$ cat src/rtl/axi_stream_fifo.sv
// AXI-stream beat buffer with a registered first-word-fall-through output stage.
// Runs cut-through, or store-and-forward with an escape for packets larger than the buffer.
module axi_stream_fifo #(
   parameter int DATA_WIDTH  = 32,
   parameter int DEPTH       = 16,
   parameter int PACKET_MODE = 0
) (
   input  logic                         ACLK,
   input  logic                         ARESETN,
   input  logic [DATA_WIDTH-1:0]        in_TDATA,
   input  logic [DATA_WIDTH/8-1:0]      in_TKEEP,
   input  logic                         in_TLAST,
   input  logic                         in_TVALID,
   output logic                         in_TREADY,
   output logic [DATA_WIDTH-1:0]        out_TDATA,
   output logic [DATA_WIDTH/8-1:0]      out_TKEEP,
   output logic                         out_TLAST,
   output logic                         out_TVALID,
   input  logic                         out_TREADY,
   output logic [$clog2(DEPTH+1)-1:0]   level,
   output logic [$clog2(DEPTH+1)-1:0]   packets,
   output logic                         oversize
);

   localparam int KW = DATA_WIDTH / 8;
   localparam int LW = $clog2(DEPTH + 1);
   localparam int AW = $clog2(DEPTH);
   localparam int BW = DATA_WIDTH + KW + 1;

   typedef enum logic [1:0] {
      ST_WAIT,
      ST_SEND,
      ST_FORCE
   } state_t;

   logic [BW-1:0] mem [DEPTH];
   logic [AW-1:0] wrPtr;
   logic [AW-1:0] rdPtr;
   logic [LW-1:0] memCount;
   state_t        state;

   logic          push;
   logic          pop;
   logic          outFree;
   logic          loadOk;
   logic          load;
   logic          memRead;
   logic          memWrite;
   logic [LW-1:0] memPackets;
   logic [LW-1:0] levelNext;
   logic [LW-1:0] packetsNext;
   logic [BW-1:0] inBeat;
   logic [BW-1:0] headBeat;

   // The output register is refilled from memory, or straight from the sink when memory is empty.
   always_comb begin
      push        = in_TVALID && in_TREADY;
      pop         = out_TVALID && out_TREADY;
      outFree     = !out_TVALID || pop;
      memPackets  = packets - LW'(out_TVALID && out_TLAST);
      inBeat      = {in_TLAST, in_TKEEP, in_TDATA};
      headBeat    = (memCount != '0) ? mem[rdPtr] : inBeat;
      loadOk      = 1'b1;
      if (PACKET_MODE != 0)
         loadOk = (memPackets != '0) || (push && in_TLAST) ||
                  ((state == ST_FORCE) && !(out_TVALID && out_TLAST));
      load        = outFree && loadOk && ((memCount != '0) || push);
      memRead     = load && (memCount != '0);
      memWrite    = push && !(load && (memCount == '0));
      levelNext   = level + LW'(push) - LW'(pop);
      packetsNext = packets + LW'(push && in_TLAST) - LW'(pop && out_TLAST);
   end

   always_ff @(posedge ACLK) begin
      if (memWrite)
         mem[wrPtr] <= inBeat;
   end

   always_ff @(posedge ACLK or negedge ARESETN) begin
      if (!ARESETN) begin
         wrPtr      <= '0;
         rdPtr      <= '0;
         memCount   <= '0;
         level      <= '0;
         packets    <= '0;
         in_TREADY  <= 1'b0;
         out_TVALID <= 1'b0;
         out_TLAST  <= 1'b0;
         out_TKEEP  <= '0;
         out_TDATA  <= '0;
      end else begin
         if (memWrite)
            wrPtr <= wrPtr + AW'(1);
         if (memRead)
            rdPtr <= rdPtr + AW'(1);
         memCount  <= memCount + LW'(memWrite) - LW'(memRead);
         level     <= levelNext;
         packets   <= packetsNext;
         in_TREADY <= (levelNext != LW'(DEPTH));
         if (load) begin
            out_TVALID                        <= 1'b1;
            {out_TLAST, out_TKEEP, out_TDATA} <= headBeat;
         end else if (pop) begin
            out_TVALID <= 1'b0;
         end
      end
   end

   // A full buffer with no complete packet can never drain in packet mode, so it is forced out.
   always_ff @(posedge ACLK or negedge ARESETN) begin
      if (!ARESETN) begin
         state    <= ST_WAIT;
         oversize <= 1'b0;
      end else if (PACKET_MODE != 0) begin
         case (state)
            ST_WAIT: begin
               if (load)
                  state <= ST_SEND;
               else if ((level == LW'(DEPTH)) && (packets == '0)) begin
                  state    <= ST_FORCE;
                  oversize <= 1'b1;
               end
            end
            ST_SEND: begin
               if (pop && out_TLAST && (packetsNext == '0))
                  state <= ST_WAIT;
            end
            ST_FORCE: begin
               if (pop && out_TLAST)
                  state <= load ? ST_SEND : ST_WAIT;
            end
            default: state <= ST_WAIT;
         endcase
      end
   end

endmodule
$ cat config.mk
export PLATFORM = sky130hd
export DESIGN_NAME = axi_stream_fifo
export DESIGN_NICKNAME = d
export VERILOG_FILES = /design/src/rtl/axi_stream_fifo.sv
export SDC_FILE = /design/constraint.sdc
export NUM_CORES = 1
export LEC_CHECK = 0
export CORE_ASPECT_RATIO = 0.6
export CORE_MARGIN = 2
export CORE_UTILIZATION = 54
export CTS_BUF_LIST = sky130_fd_sc_hd__clkbuf_4 sky130_fd_sc_hd__clkbuf_8
export DETAILED_ROUTE_END_ITERATION = 8
export MAX_ROUTING_LAYER = met4
export PLACE_DENSITY = 0.83
export SLEW_MARGIN = 10
export SYNTH_ARGS = -nofsm -noshare
export SYNTH_HDL_FRONTEND = slang
export SYNTH_SLANG_ARGS = --single-unit
$ cat constraint.sdc
create_clock -name ACLK -period 6 [get_ports ACLK]
set_clock_uncertainty 0.1 [all_clocks]
set_input_delay 1.8 -clock ACLK [delete_from_list [all_inputs] [get_ports ACLK]]
set_output_delay 1.8 -clock ACLK [all_outputs]
set_load 0.1 [all_outputs]
# After elaboration in Yosys (flattened, before gate mapping)
# Memory sizes are Yosys's and may differ from the RTL's.
# Cells that the tools add are included.
dict set report totals {
  in_bits 41
  mem_count 1
  ramBits 592
  register_bits 62
  output_inout_bits 50
  word_cells 40
}
# memory depth width read_ports rd_clocked_by_memory_dff wr line_no
set memory_table {}
lappend memory_table {mem 16 37 1 0 1 36} ;# logic [BW-1:0] mem [DEPTH];
dict set report classes {
  n_eq_ne 1
  add_sub_neg 8
  n_mux 5
  reduce_logical 15
}
# operator n
set op_table {}
lappend op_table {{2-to-1 mux 37 bit} 1}
lappend op_table {{adder 5 x 1 -> 5 bit} 3}
lappend op_table {{subtractor 5 x 1 -> 5 bit} 3}
lappend op_table {{adder 4 x 1 -> 4 bit (second input constant)} 2}
lappend op_table {{logical AND 1 bit} 8}
lappend op_table {{logical NOT 5 bit} 1}
lappend op_table {{!= test 5 bit (second input constant)} 1}
lappend op_table {{nonzero test 5 bit} 1}
lappend op_table {{2-to-1 mux 1 bit} 4}
lappend op_table {{logical NOT 1 bit} 2}
lappend op_table {{logical OR 1 bit} 2}
lappend op_table {{nonzero test 2 bit} 1}

# Depth between registers and ports, before layout
dict set report depth {
  depth_word 8
  mapped_depth 14
}

# Worst setup path after synthesis
# No wires, ideal clock.
dict set report synth_timing {
  path_kind {in2reg}
  from {input port out_TREADY}
  to {memory mem[3][0] in the netlist's numbering (enable)}
  required_ns 5.423
  cell_stages 4
  arrival_ns 5.028
  setup_slack_ns 0.395
  path_buffers 0
  cell_sequence {nand2b_1 > a21oi_2 > nand2_1 > nor3_1}
}
dict set report synth_via {
  elab_chain_cells 8
}
# item line_no
set synth_lines {}
lappend synth_lines {{from (decl)} 19} ;# input logic out_TREADY,
lappend synth_lines {{logical AND 1 bit} 58} ;# pop = out_TVALID && out_TREADY;
lappend synth_lines {{logical OR 1 bit} 59} ;# outFree = !out_TVALID || pop;
lappend synth_lines {{logical AND 1 bit} 67} ;# load = outFree && loadOk && ((memCount != '0) || push);
lappend synth_lines {{logical AND 1 bit} 69} ;# memWrite = push && !(load && (memCount == '0));
lappend synth_lines {{logical NOT 1 bit} 69}
lappend synth_lines {{logical AND 1 bit} 69}
lappend synth_lines {{2-to-1 mux 1 bit} 75} ;# if (memWrite)
lappend synth_lines {{2-to-1 mux 1 bit (implied by the code)} 76} ;# mem[wrPtr] <= inBeat;
lappend synth_lines {{to (decl)} 36}
# No other way between the ends.

# Worst setup path in the final report
dict set report layout_timing {
  from {register level[1]}
  to {output port level[1]}
}
# item line_no
set layout_rtl {}
lappend layout_rtl {{from (decl)} 20} ;# output logic [$clog2(DEPTH+1)-1:0] level,
lappend layout_rtl {{from (signal assigned)} 97} ;# level <= levelNext;
# No word-level cell between the ends.

==> run metrics <==
Main synth FF type edfxtp_1; final setup fails 0; status finished, final reports clean; Worst setup SP type register; Placed Instances 1996; CTS tree yes; relative slew slack 21.3%; GRT Util Overall 23.7%; setup bufs post-CTS 0; IO Pins 91; Finished Cell Area 0.0291 mm^2; M1 WL approximately 23000 um; Least-Margin Pin Slew 1180 ps; Data required, critical path 4100 ps; Worst-path clk slew about 60 ps; gr ovfl total 0; DRT Pass-1 Iters 5; largest net degree at the start of global routing 98; CTS root buf clkbuf_8; DR vias about 13000; max-slew violations 0; drt initial violations 1428; clock latency on the worst-skew pair 650 ps; sequential fraction of the synthesis area 74.9%; cts repair resizes 0; post-DR wirelength/cell 26.0 um; clk buf depth 3; Comb pwr share 36.0%; Fin Setup TNS 0 ps; Switch Pwr 5510 uW; Post-synth ARST share 9.48%; synthesis-to-finish area growth 12.7%; clk sinks between 600 and 700; Die Width ~290 um; crit share post-route 69.0%; CP Class register to output pin; Max Fanout on Critical Path 4; Hold Vio Cnt, Final 0; register bit total from synthesis about 650; Tightest Hold Check Type register to register; met3 routed WL 5170 um; post-synth top area cell edfxtp_1; Syn Nets 1375; core footprint 0.0475 mm^2; Yosys warning count 1; ranking of synthesized cells by area edfxtp_1 69%, mux2i_1 7.2%, mux4_2 6.5%; CP arrival 2240 ps; utilization after layout 61.3%; vias in the first global route 13500; CP top delay family buffers and inverters; Setup crit end kind output pin; Final GP Congestion 0.823; hpwl dp 31500 um; Max VDD drop 0.315 mV; slowest CP cell clkdlybuf4s50_1; sw frac 37.5%; DRT Wirelength 56100 um; Avg Cell Area, Syn 19.7 um^2; filler instances 3276; Cell Area, Placed 0.0274 mm^2; non-filler cells, final approximately 2200; htree depth 3; wire length on met2 around 26000 um; layout cells sized above 1 20.0%; Fmax 242 MHz; critical-path cell list clkdlybuf4s50_1; leakage 0.00996 uW; Mapped Cells approximately 1300; Power Density 505 mW/mm^2; Max-Cap Viols 0; P_int 9190 uW; top sig layer met4; Initial Util 54.4%; count of cell types in the netlist 43; most frequent cells in the layout 592 x edfxtp_1, 185 x mux2i_1, 91 x clkbuf_8; # hold bufs at CTS 0; Mapped Area 0.0258 mm^2; commonest non-fill, non-tap cell in the layout edfxtp_1; Vias per Instance 6.15; first-pass GRT wire length 84700 um; DRC 0; Die Height 173 um; antenna violations before repair 1; die area 0.0496 mm^2; Post-layout nets 1511; remaining antenna violation count 0; sequential cell fraction of total power 41.6%; slowest cell delay on critical path ~1200 ps; number of synthesized flops with an enable pin 592; clock power share 22.4%; IO Port Bufs 89; RSZ-0062 raised after global routing false; Rows 62; Min Clock Period, post-route 4140 ps; worst path bufs/invs 1; Yosys top cell area share 68.9%; total CTS buffers 88
## worst min-delay path, stage by stage (launching register included)
cell,delay (ps)
dfrtp_1,360
a32oi_1,70
o211ai_2,60
## state kept, by name (all words and copies together) (netlist names)
register / cells
mem: 592
out_TDATA: 32
level: 5
memCount: 5
packets: 5
out_TKEEP: 4
rdPtr: 4
wrPtr: 4
in_TREADY: 1
out_TLAST: 1
out_TVALID: 1
## synthesized netlist by cell type, types with 2 or more instances
library cell / n
buf_1: 7
a21oi_1: 6
mux2i_1: 185
buf_12: 5
dfrtp_1: 62
nand2_1: 10
buf_6: 8
nand2b_1: 3
fa_1: 3
clkbuf_1: 13
nand3_1: 38
and2_1: 3
a22oi_1: 74
buf_2: 18
and3_1: 2
nor2b_1: 5
o21ai_0: 2
a32oi_1: 37
ha_1: 21
mux4_2: 74
o211ai_1: 17
buf_4: 21
inv_1: 28
nor3_1: 6
xor2_1: 5
o211ai_2: 20
nor2_1: 13
a21o_1: 5
xnor2_1: 12
buf_8: 3
edfxtp_1: 592
## power groups by stage
stage	clock network (uW)	registers [uW]	logic, uW
final	3290	6110	5300
after detailed placement	0	6210	5310
after global placement	0	6170	5180
after global routing	3560	6170	5600
after CTS	3340	6120	5310
after floorplan	0	7120	2990
## kinds of logic (layout without fill, tap and decap cells)
kind of cell	after synthesis	count (layout)	synth area share, %
xor+xnor	17	17	0.577
other cells	1	2	0.0145
mux	260	260	13.7
flops	654	654	74.9
buf+inv	104	312	2.59
compound gates	163	163	5.23
simple gates	87	87	1.79
fa+ha+maj	24	24	1.25
## final cells by class
cell class              instances  area, um^2  share of cell area (%)
multi-input cells             552        5960                    20.5
inverters                      28         105                   0.361
clock inverters                41         243                   0.835
diodes                          1        2.50                 0.00860
flip-flops and latches        654       19300                    66.5
repair buffers                122        1160                    3.99
well taps                     640         801                    2.75
clock buffers                 121        1480                    5.08
## through the flow
stage / hold WS (ps) / setup WS (ps) / power [uW]
6_report: 430 / 1860 / 14700
5_1_grt: 452 / 1770 / 15300
4_1_cts: 429 / 1810 / 14800
3_5_place_dp: 407 / 1310 / 11500
3_3_place_gp: 399 / 1380 / 11400
2_1_floorplan: 389 / 395 / 10100
## layer usage
metal | up-vias | GRT usage [%]
met5 | - | -
met4 | 0 | 7.24
met3 | 122 | 4.18
met2 | 712 | 35.5
met1 | 6818 | 33.8
li1 | 5624 | -
## worst paths after layout
check                                    startpoint                        end  slack, ps  cells past startpoint
setup reg to reg               rdPtr[0]$_DFFE_PN0P_  out_TDATA[14]$_DFFE_PN0N_       2870                      4
max in group asynchronous                   ARESETN       rdPtr[0]$_DFFE_PN0P_       3840                      1
min in group asynchronous                   ARESETN   out_TDATA[2]$_DFFE_PN0N_       1200                      1
hold / removal             out_TKEEP[2]$_DFFE_PN0N_   out_TKEEP[2]$_DFFE_PN0N_        430                      2
setup / recovery                 level[1]$_DFF_PN0_                   level[1]       1860                      1
hold reg to reg            out_TKEEP[2]$_DFFE_PN0N_   out_TKEEP[2]$_DFFE_PN0N_        430                      2
No activity file was read; power rests on OpenSTA's default activity.
